<file path="config.mk">
export PLATFORM = sky130hd
export DESIGN_NAME = dcache_port_master
export DESIGN_NICKNAME = d
export VERILOG_FILES = /design/src/rtl/dcache_port_master.sv
export SDC_FILE = /design/constraint.sdc
export NUM_CORES = 1
export LEC_CHECK = 0
export BUFFER_PORTS_ARGS = -buffer_cell sky130_fd_sc_hd__buf_4
export CAP_MARGIN = 0
export CORE_MARGIN = 2
export CORE_UTILIZATION = 50
export CTS_CLUSTER_DIAMETER = 30
export DETAILED_ROUTE_END_ITERATION = 6
export PLACE_DENSITY = 0.81
export SLEW_MARGIN = 40
export SYNTH_ARGS = -nofsm -noshare
export SYNTH_HDL_FRONTEND = slang
export SYNTH_SLANG_ARGS = --single-unit
</file>
<file path="constraint.sdc">
create_clock -name clka -period 2.57 [get_ports clka]
set_input_delay 0.257 -clock clka [delete_from_list [all_inputs] [get_ports clka]]
set_output_delay 0.257 -clock clka [all_outputs]
set_load 0.1 [all_outputs]
</file>
<file path="src/rtl/dcache_port_master.sv">
// Core-side initiator for the DataCache single-port block RAM: loads, full stores and
// byte-enable stores done as read-modify-write. Optional last-store forwarding: DCP_LAST_WRITE_FWD_EN.
module dcache_port_master #(
   parameter int ADDR_W = 13,
   parameter int DATA_W = 32,
   parameter int RD_LAT = 1
) (
   input  logic              clka,
   input  logic              rsta,
   input  logic              req_valid,
   output logic              req_ready,
   input  logic              req_we,
   input  logic [ADDR_W-1:0] req_addr,
   input  logic [DATA_W-1:0] req_wdata,
   input  logic [DATA_W/8-1:0] req_be,
   output logic              rsp_valid,
   output logic [DATA_W-1:0] rsp_rdata,
   output logic              ena,
   output logic              wea,
   output logic [ADDR_W-1:0] addra,
   output logic [DATA_W-1:0] dina,
   input  logic [DATA_W-1:0] douta
);
   localparam int BE_W = DATA_W / 8;
   localparam logic [1:0] LAT_LAST = 2'(RD_LAT);
   localparam logic [1:0] LAT_PRE  = 2'(RD_LAT - 1);

   typedef enum logic [2:0] {IDLE, RD_WAIT, MERGE, WR, RESP} state_t;

   state_t            state_q;
   logic              ready_q;
   logic              ena_q;
   logic              wea_q;
   logic              rsp_valid_q;
   logic              rmw_q;
   logic [1:0]        cnt_q;
   logic [ADDR_W-1:0] addra_q;
   logic [DATA_W-1:0] dina_q;
   logic [DATA_W-1:0] rsp_rdata_q;
   logic [DATA_W-1:0] wdata_q;
   logic [BE_W-1:0]   be_q;
   logic [DATA_W-1:0] mask_d;
   logic [DATA_W-1:0] merged_d;
   logic              fwd_hit;
   logic [DATA_W-1:0] fwd_data;

   for (genvar gi = 0; gi < BE_W; gi++) begin : g_mask
      assign mask_d[8*gi +: 8] = {8{be_q[gi]}};
   end

   assign merged_d = (douta & ~mask_d) | (wdata_q & mask_d);

`ifdef DCP_LAST_WRITE_FWD_EN
   logic              fwd_valid_q;
   logic [ADDR_W-1:0] fwd_addr_q;
   logic [DATA_W-1:0] fwd_data_q;

   assign fwd_hit  = fwd_valid_q && (fwd_addr_q == req_addr);
   assign fwd_data = fwd_data_q;

   // The word on dina during a WR-state write is exactly what the RAM now holds.
   always_ff @(posedge clka) begin
      if (rsta) begin
         fwd_valid_q <= 1'b0;
         fwd_addr_q  <= '0;
         fwd_data_q  <= '0;
      end else if (state_q == WR && wea_q) begin
         fwd_valid_q <= 1'b1;
         fwd_addr_q  <= addra_q;
         fwd_data_q  <= dina_q;
      end
   end
`else
   assign fwd_hit  = 1'b0;
   assign fwd_data = '0;
`endif

   always_ff @(posedge clka) begin
      if (rsta) begin
         state_q     <= IDLE;
         ready_q     <= 1'b0;
         ena_q       <= 1'b0;
         wea_q       <= 1'b0;
         rsp_valid_q <= 1'b0;
         rmw_q       <= 1'b0;
         cnt_q       <= '0;
         addra_q     <= '0;
         dina_q      <= '0;
         rsp_rdata_q <= '0;
         wdata_q     <= '0;
         be_q        <= '0;
      end else begin
         ena_q       <= 1'b0;
         wea_q       <= 1'b0;
         rsp_valid_q <= 1'b0;
         case (state_q)
            IDLE: begin
               if (req_valid && ready_q) begin
                  ready_q <= 1'b0;
                  wdata_q <= req_wdata;
                  be_q    <= req_be;
                  cnt_q   <= '0;
                  if (!req_we && fwd_hit) begin
                     rsp_rdata_q <= fwd_data;
                     state_q     <= WR;
                  end else if (!req_we) begin
                     ena_q   <= 1'b1;
                     addra_q <= req_addr;
                     rmw_q   <= 1'b0;
                     state_q <= RD_WAIT;
                  end else if (&req_be) begin
                     ena_q       <= 1'b1;
                     wea_q       <= 1'b1;
                     addra_q     <= req_addr;
                     dina_q      <= req_wdata;
                     rsp_rdata_q <= '0;
                     state_q     <= WR;
                  end else if (req_be == '0) begin
                     // Nothing to write: answer without touching the RAM port.
                     rsp_rdata_q <= '0;
                     state_q     <= WR;
                  end else begin
                     ena_q   <= 1'b1;
                     addra_q <= req_addr;
                     rmw_q   <= 1'b1;
                     state_q <= RD_WAIT;
                  end
               end else begin
                  ready_q <= 1'b1;
               end
            end
            RD_WAIT: begin
               cnt_q <= cnt_q + 2'd1;
               // RMW leaves one cycle early so MERGE coincides with douta becoming valid.
               if (rmw_q && cnt_q == LAT_PRE) begin
                  state_q <= MERGE;
               end else if (!rmw_q && cnt_q == LAT_LAST) begin
                  rsp_rdata_q <= douta;
                  rsp_valid_q <= 1'b1;
                  state_q     <= RESP;
               end
            end
            MERGE: begin
               rsp_rdata_q <= douta;
               dina_q      <= merged_d;
               ena_q       <= 1'b1;
               wea_q       <= 1'b1;
               state_q     <= WR;
            end
            WR: begin
               rsp_valid_q <= 1'b1;
               state_q     <= RESP;
            end
            RESP: begin
               ready_q <= 1'b1;
               state_q <= IDLE;
            end
            default: begin
               ready_q <= 1'b1;
               state_q <= IDLE;
            end
         endcase
      end
   end

   assign req_ready = ready_q;
   assign rsp_valid = rsp_valid_q;
   assign rsp_rdata = rsp_rdata_q;
   assign ena       = ena_q;
   assign wea       = wea_q;
   assign addra     = addra_q;
   assign dina      = dina_q;

endmodule

</file>
# Yosys cells after proc, flatten, opt, wreduce, memory -nomap -nowiden
# Index checks and enable logic that the tools add are counted.
dict set report word_totals {
  elab_cells 90
  output_inout_bits 81
  register_bits 123
}
dict set report classes {
  eq_ne 14
  add_sub_neg 1
  bitwise_logic 4
  n_mux 40
  n_reduce_logical 19
}
# op n
set ops {}
lappend ops {{$mux W32} 9}
lappend ops {{$pmux W32 S3} 1}
lappend ops {{$and A32 B32 Y32} 2}
lappend ops {{$pmux W32 S2} 1}
lappend ops {{$mux W13} 3}
lappend ops {{$not A32 Y32} 1}
lappend ops {{$or A32 B32 Y32} 1}
lappend ops {{$ne A2 B2 Y1 const B} 7}
lappend ops {{$mux W1} 13}
lappend ops {{$pmux W3 S4} 1}
lappend ops {{$reduce_and A4 Y1} 3}
lappend ops {{$mux W3} 3}
lappend ops {{$ne A3 B3 Y1 const B} 3}
lappend ops {{$mux W2} 4}
lappend ops {{$pmux W1 S2} 4}
lappend ops {{$eq A3 B2 Y1 const B} 2}
lappend ops {{$reduce_and A2 Y1} 3}
lappend ops {{$reduce_and A6 Y1} 1}
lappend ops {{$logic_not A4 Y1} 1}
lappend ops {{$pmux W2 S2} 1}
lappend ops {{$reduce_bool A2 Y1} 2}
lappend ops {{$eq A3 B1 Y1 const B} 1}
lappend ops {{$logic_and A1 B1 Y1} 3}
lappend ops {{$logic_not A3 Y1} 1}
lappend ops {{other kinds (7)} 7}

# Logic depth before layout (Yosys ltp)
# Gate-level depths: netlist of the first run.
dict set report logic_depth {
  depth_word 6
  mapped_depth 8
}

# Least setup slack after synthesis of the first run
# Ideal clock, no wire load.
dict set report synth_path {
  path_type {reg2reg}
  from {register ready_q, in the netlist req_ready}
  to {register addra_q[0], in the netlist addra[0]}
  required_time_ns 2.442
  path_stages_with_launch 6
  path_slack_ns 0.127
  path_buffers 1
  arrival_ns 2.315
  path_cell_list {dfxtp_1 -> nand2_1 -> a2111oi_4 -> buf_6 -> mux2i_1 -> nor2_1}
}
dict set report synth_between {
  elab_chain_cells 2
}
# element line_no
set synth_lines {}
lappend synth_lines {{start: declaration} 31} ;# logic ready_q;
lappend synth_lines {{start signal: assignment} 81} ;# ready_q <= 1'b0;
lappend synth_lines {{start signal: assignment} 99} ;# ready_q <= 1'b0;
lappend synth_lines {{start signal: assignment} 129} ;# ready_q <= 1'b1;
lappend synth_lines {{$logic_and A1 B1 Y1} 98} ;# if (req_valid && ready_q) begin
lappend synth_lines {{$reduce_and A3 Y1 (no source line)} n/a}
lappend synth_lines {{end signal: assignment} 108} ;# addra_q <= req_addr;
lappend synth_lines {{end signal: assignment} 114} ;# addra_q <= req_addr;
lappend synth_lines {{end signal: assignment} 124} ;# addra_q <= req_addr;
lappend synth_lines {{end: declaration} 37} ;# logic [ADDR_W-1:0] addra_q;
# No other way between the ends.
# A chain may end at the register's enable or synchronous reset.

# Worst setup path after layout of the first run
dict set report layout_path {
  from {register cnt_q[1]}
  to {register rsp_rdata_q[22], in the netlist rsp_rdata[22]}
}
dict set report layout_between {
  elab_chain_cells 4
  word_cells_on_any_way 7
  classes_between {eq/ne: 3; reduce/logical: 4}
}
# element line_no
set layout_lines {}
lappend layout_lines {{start: declaration} 36} ;# logic [1:0] cnt_q;
lappend layout_lines {{start signal: assignment} 133} ;# cnt_q <= cnt_q + 2'd1;
lappend layout_lines {{$eq A2 B1 Y1 / $logic_not A2 Y1 (equally long branches)} {137, 135}}
lappend layout_lines {{$logic_and A1 B1 Y1, on equally long branches} {137, 135}}
lappend layout_lines {{$ne A2 B2 Y1 (no source line)} n/a}
lappend layout_lines {{$reduce_and A6 Y1 (no source line) (*)} n/a}
lappend layout_lines {{end signal: assignment} 104} ;# rsp_rdata_q <= fwd_data;
lappend layout_lines {{end signal: assignment} 138} ;# rsp_rdata_q <= douta;
lappend layout_lines {{end signal: assignment} 144} ;# rsp_rdata_q <= douta;
lappend layout_lines {{end: declaration} 39} ;# logic [DATA_W-1:0] rsp_rdata_q;
# Mark *: on every way between the ends. The rest lies on a longest branch, timed or not.

==> out/metrics.cfg, run 1 <==
[status]
status=finished, final reports clean

[clock_network]
clock_sinks=123
clk_pin_slew_ps=60
cts_max_level=4
cts_tree=done
cts_buffers=17
cts-root-buf=clkbuf_8
worstSkewPairLatency_ps=510
ctsLongestPathBuffers=2

[synthesis]
synth_top_family_by_area=compound AO/OA/AOI/OAI gates
ys_ff_latch=123
syn_area_sq_mm=0.00523
synth_mux_area_frac=0.0861
synth_edf_count=0
synthesis.nets=709
synth_cells=622
avgSynthCellArea_sq_um=8.41
yosysUniqueCellTypes=39
async_flop_share=0
synth_flop_cell=dfxtp_1
ys_seq_area_frac=0.471
yosysWarnings=0
synth-simple-area-share=0.184
synth_xor_area_frac=0
synthTopCellsByArea=dfxtp_1 (47%), nand2_1 (10%), mux2i_1 (8.6%), a21oi_1 (6.8%), o21ai_0 (5.9%)
synth_top_area_cell=dfxtp_1
synth_fa_ha_area_frac=0.00479
synth_top_cell_area_share=0.471
synth_compound_area_frac=0.206

[global_route]
grt_max_degree=53
overflow=0
grt.met1_usage=0.341
track_usage=0.281
grt_util_met3=0.0601
use_met2=0.487
grt.busiest_layer=met2
antenna_found_initial=0
grt_pass1_wl_mm=25.2
grt_pass1_vias=5299

[routing]
vias=5338
first_pass_iters=5
wire_per_inst_um=16.4
drt-initial-drc-count=313
drt_wl_total_mm=16.0
ant_nets=0
drc=0
viasPerCell=5.47

[critical_path]
path_max_fanout=20
critPathSlowestCell=or4bb_1
worstPathCellList=inv_1 > ha_1 > or4bb_1 > a211oi_4 > buf_4 > nand2_1 > o21ai_0
arrival_ps=2340
required_ps=3010
crit_path_end_kind=register
timing.rr.start=cnt_q[1]$_SDFFE_PP0P_
cpPeakStageDelay_ps=540
crit_start=cnt_q[1]$_SDFFE_PP0P_
critPathLaunchType=register
crit_type=register to register

[timing]
fin_skew_ps=8.50
post-route-period-util=0.738
final-max-slew-violation-count=0
fin_tns_setup_ps=0
maxSlewHeadroom=0.472
final_hold_viol_count=0
fin_hold_ws_ps=20.0
fmax_ghz=0.527
setup_viol=0
rsz0062_at_grt=no
tightest_slew_ps=793
final.min_clock_period_ps=1900
setup_ws_ps=673

[die]
die_w_um=106
initial_core_util=0.511
die_area_sq_mm=0.0113
fp.coreArea_sq_mm=0.0102
dieHeight_um=106
ios=166
fp-row-count=37

[cells_and_area]
instances_no_fill=976
area_growth_pct=48.9
antennaDiodeCount=0
drive_gt1_frac=0.265
nNetsFinal=918

[flow_run]
cap_violations=0

[pwr]
power.share.switching=0.308
power.switching_mw=1.75
clockPowerShare=0.403
power.density_mw_per_mm2=727
p_seq_frac=0.373
p_int_mw=3.91
p_comb_frac=0.224
p_leak_nw=3.00
peakVddDrop_uv=468

[min_path]
hold_path.startpoint=req_wdata[13]
hp-class=input pin to register

[place]
pre_cts_slack_ps=669
dp_cells=884
port_buffers=165
dp_hpwl_mm=9.95
gp_congestion=0.854

## synthesized netlist by cell type, types with 3 or more instances
cell type	number
nor2_1	19
o21ai_0	62
clkbuf_1	38
a211oi_1	3
clkbuf_2	3
buf_2	8
buf_1	3
nand2b_1	34
dfxtp_1	123
a21oi_1	71
nand2_1	141
nand3_1	3
buf_6	3
o21ai_1	4
o2111ai_1	32
mux2i_1	45
## flip-flops by register name, summed over array words and instances, names as in the netlist, 2 cells and up
signal     count
cnt_q          2
addra         13
dina          32
wdata_q       32
be_q           4
state_q        3
rsp_rdata     32
## per-layer routing
layer | vias up | routed length (um)
li1 | 2580 | -
met1 | 2498 | 6570
met2 | 237 | 7980
met3 | 23 | 1240
met4 | 0 | 205
met5 | - | 0
## path summary, 6_finish.rpt
kind                            slack, ps                         end  cells after the start
worst min register to register        450     wdata_q[1]$_SDFFE_PP0P_                      2
worst max register to register        670  rsp_rdata[22]$_SDFFE_PP0P_                      7
worst max-delay path                  670  rsp_rdata[22]$_SDFFE_PP0P_                      7
worst min-delay path                   20    wdata_q[13]$_SDFFE_PP0P_                      3
## power groups by stage
stage	registers (mW)	logic (mW)	clock network (mW)
global placement	2.14	1.16	0
detailed placement	2.14	1.18	0
floorplan	2.52	0.440	0
finish	2.11	1.27	2.28
global route	2.12	1.34	2.40
CTS	2.11	1.26	2.31
## cell families after synthesis
kind of cell,after synthesis
flip-flops,123
multiplexers,45
AND/OR/NAND/NOR,215
adder cells (fa/ha/maj),2
AO/OA/AOI/OAI,180
buffers and inverters,57
## critical path: cells and delay by family (launching register included)
family	cells	cell delay (ps)
adder cells (fa/ha/maj)	1	170
AND/OR/NAND/NOR	2	630
AO/OA/AOI/OAI	2	340
buffers and inverters	2	370
flip-flops	1	300
## layout by cell type, fill, tap and decap left out, drive strengths merged, types with 2 or more instances in the layout
master,synthesis,layout
bufinv,0,2
nor3b,2,2
nor2,19,19
nor3,4,4
a211oi,4,4
or2,3,3
nand3,3,3
clkinvlp,0,2
mux2i,45,45
o21ai,66,66
clkinv,0,2
dfxtp,123,123
ha,2,2
dlygate4sd3,0,64
and3,2,2
nand2,141,141
buf,14,181
nand2b,34,34
o2111ai,32,32
a21oi,72,72
clkbuf,41,22
inv,2,2
## area by class of cell
cell class | instances | area (sq um)
Clock buffer | 22 | 483
Fill cell | 711 | 2450
Clock inverter | 6 | 88.8
Multi-Input combinational cell | 442 | 2560
Timing Repair Buffer | 245 | 2010
Tap cell | 136 | 170
Inverter | 2 | 7.51
Sequential cell | 123 | 2460
## per-stage QoR
stage / power (mW) / utilization / cell area [sq um]
6_report: 5.66 / 0.761 / 7780
5_1_grt: 5.86 / 0.761 / 7780
3_5_place_dp: 3.32 / 0.642 / 6570
4_1_cts: 5.68 / 0.761 / 7780
2_1_floorplan: 2.96 / - / 5230
3_3_place_gp: 3.29 / 0.642 / 6570
## timing repair
| item | 4_1_cts | 5_1_grt |
|---|---|---|
| setup endpoints to repair | 0 | 0 |
| resized for setup | 0 | 0 |
| hold buffers | 64 | 0 |
| endpoints found under the hold margin | 64 | 0 |
| buffers inserted | 0 | 0 |
No activity file was read; power rests on OpenSTA's default activity.
==> run 2, diff against run 1 <==
ABC_AREA = 1   (was not set)
PLACE_DENSITY = 0.8   (was 0.81)
clock period = 1.8 ns   (was 2.57 ns; I/O delays follow)
==> run 2 against run 1 <==
Compared with the run above: design area up 4.0%; synthesized area up 7.4%; count of clock-buffer cells in the layout unchanged; combinational power rose to 4.3 times the previous value; critical path type unchanged.
==> out/metrics.cfg, run 2 <==
[critical_path]
arrival_ps=2010  ; -330 ps
crit_type=register to register
required_ps=2210  ; -800 ps
path_common_cell=nand2_2
worstPathCellList=nor2_4 > nand2_2 > nand2_2 > inv_4 > nand2_4 > buf_12 > nand3_1 > nand2_1 > nor2_1
path_max_fanout=50  ; +150%
critPathLaunchType=register
critPathSlowestCell=dfxtp_1
r2r_slack_ps=200  ; -470 ps
crit_path_end_kind=register
cpPeakStageDelay_ps=340  ; -200 ps

[cells_and_area]
drive_gt1_frac=0.219  ; -0.0468
layout_commonest_cell=nand2_1
fillers=863  ; +21%
area_growth_pct=44.2
antennaDiodeCount=0  ; unchanged
multi_input_comb_area_sq_mm=0.00267  ; +4.3%
seq_area_sq_mm=0.00247  ; +0.15%
nNetsFinal=1137  ; +24%
layout_common_cells=nand2_1 (211), buf_4 (180), nor2_1 (169)

[timing]
tightest_slew_ps=710  ; -82.2 ps
fmax_ghz=0.627  ; +19%
setup_ws_ps=204  ; -469 ps
fin_hold_ws_ps=11.6  ; -8.47 ps
fin_skew_ps=7.71  ; -0.797 ps
setup_viol=0  ; unchanged
maxSlewHeadroom=0.526  ; +0.0541
final_hold_viol_count=0  ; unchanged
final.min_clock_period_ps=1600  ; -301 ps
rsz0062_at_grt=no
post-route-period-util=0.887  ; +0.149
fin_tns_setup_ps=0  ; unchanged
final-max-slew-violation-count=0  ; unchanged

[pwr]
peakVddDrop_uv=1450  ; +210%
power.density_mw_per_mm2=1530  ; +110%
p_leak_nw=3.86  ; +29%

[place]
dp_hpwl_mm=11.1  ; +11%
gp_congestion=0.928  ; +8.7%
pre_cts_slack_ps=257  ; -411 ps
port_buffers=165  ; unchanged

[die]
fp.coreArea_sq_mm=0.0109  ; +6.4%
die_area_sq_mm=0.0121  ; +7.1%
ios=166  ; unchanged
dieHeight_um=110  ; +3.5%
die_w_um=110  ; +3.5%
initial_core_util=0.516  ; +0.00479
fp-row-count=38  ; +2.7%

[status]
status=finished, final reports clean

[clock_network]
holdBufCountCts=52  ; -19%
cts_setup_buffers=0  ; unchanged
clock_sinks=123  ; unchanged
worstSkewPairLatency_ps=520  ; about the same
clk_pin_slew_ps=60  ; about the same
ctsLongestPathBuffers=2  ; unchanged
cts-root-buf=clkbuf_8
cts_tree=done
cts_resized=0  ; unchanged
cts_buffers=17  ; unchanged
cts_max_level=4  ; unchanged

[synthesis]
yosysUniqueCellTypes=24  ; -38%
synth_mux_area_frac=0  ; -0.0861
synth_top_cell_area_share=0.438  ; -0.0325
synth_compound_area_frac=0.173  ; -0.0325
async_flop_share=0  ; unchanged
synth-simple-area-share=0.298  ; +0.113
avgSynthCellArea_sq_um=6.58  ; -22%
synth_top_family_by_area=simple AND/OR/NAND/NOR gates
synth_fa_ha_area_frac=0.00446  ; -0.000330
ys_ff_latch=123  ; unchanged
synthesis.nets=941  ; +33%
synth_xor_area_frac=0  ; unchanged
synth_flop_cell=dfxtp_1
syn_area_sq_mm=0.00562  ; +7.4%
ys_seq_area_frac=0.438  ; -0.0325
synth_common_cells=nand2_1 (211), nor2_1 (169), dfxtp_1 (123)
post-synth-top-count-cell=nand2_1
synth_cells=854  ; +37%
synth_top_area_cell=dfxtp_1
yosysWarnings=0  ; unchanged
synth_edf_count=0  ; unchanged
synthTopCellsByArea=dfxtp_1 (44%), nand2_1 (14%), nor2_1 (11%), o21ai_0 (9.8%), inv_1 (3.7%)

[global_route]
grt_pass1_vias=5884  ; +11%
grt_pass1_wl_mm=27.4  ; +9.0%
antenna_found_initial=0  ; unchanged
overflow=0  ; unchanged
track_usage=0.293  ; +0.0126
grt_max_degree=54  ; +1.9%

[routing]
first_pass_iters=5  ; unchanged
vias=6207  ; +16%
drt-initial-drc-count=412  ; +32%
viasPerCell=5.17  ; -5.5%
drc=0  ; unchanged
ant_nets=0  ; unchanged
wire_per_inst_um=14.5  ; -11%
drt_wl_total_mm=17.5  ; +9.2%

[flow_run]
cap_violations=0  ; unchanged

[min_path]
hp-class=input pin to register

==> run 2: changes by cell type in the layout (fill, tap and decap cells not counted), moves of 5 or more <==
cell           previous run  this run
dlygate4sd3_1            64        52
nand2_1                 141       211
nand2b_1                 34         0
nand3_1                   3        29
o21ai_0                  62       110
o2111ai_1                32         0
inv_2                     0         6
inv_1                     2        54
nor2_1                   18       169
nand2_2                   0         5
mux2i_1                  45         0
a21oi_1                  71        41
a31oi_1                   0        29
==> run 2: per-layer routing <==
metal	vias up	share of wire	global-route usage
li1	3114	-	-
met1	2772	0.40	0.342
met2	276	0.49	0.511
met3	45	0.079	0.0694
met4	0	0.033	0.130
met5	-	0	0
==> run 2: metrics by stage <==
stage	instance area (sq um)	std cells	util	power, mW
floorplan	5620	854	-	7.69
global placement	7000	1119	0.642	8.88
global route	8100	1201	0.744	13.0
CTS	8100	1201	0.744	12.4
finish	8100	1201	0.744	12.4
detailed placement	7000	1119	0.642	8.95
==> run 2: cell type report <==
class / count / area share
Clock buffer: 22 / 0.0572
Clock inverter: 8 / 0.0145
Multi-Input combinational cell: 610 / 0.330
Timing Repair Buffer: 237 / 0.244
Inverter: 61 / 0.0286
Sequential cell: 123 / 0.305
Tap cell: 140 / 0.0216
==> run 2: worst max-delay path, delay by kind of cell, from the launching register on <==
| family | cells | cell delay (ps) |
|---|---|---|
| buffers and inverters | 2 | 300 |
| DFF | 1 | 340 |
| and+or+nand+nor | 7 | 860 |
==> run 2: final timing paths <==
path | start | end | cells after the start
worst min-delay path | douta[11] | rsp_rdata[11]$_SDFFE_PP0P_ | 5
worst max register to register | state_q[2]$_SDFFE_PP0P_ | rsp_rdata[30]$_SDFFE_PP0P_ | 9
worst min register to register | wdata_q[31]$_SDFFE_PP0P_ | wdata_q[31]$_SDFFE_PP0P_ | 2
worst max-delay path | state_q[2]$_SDFFE_PP0P_ | rsp_rdata[30]$_SDFFE_PP0P_ | 9
==> run 2: power by group <==
part	internal, mW	switching (mW)	total [mW]
Sequential	3.23	0.322	3.55
Combinational	1.38	4.13	5.50
Clock	2.19	1.18	3.37
==> run 2: logic make-up (layout without fill, tap and decap cells) <==
family / Yosys count / in the layout
DFF: 123 / 123
adders and majority gates: 2 / 2
AOI/OAI and AO/OA: 185 / 185
buffers and inverters: 121 / 328
and+or+nand+nor: 423 / 423
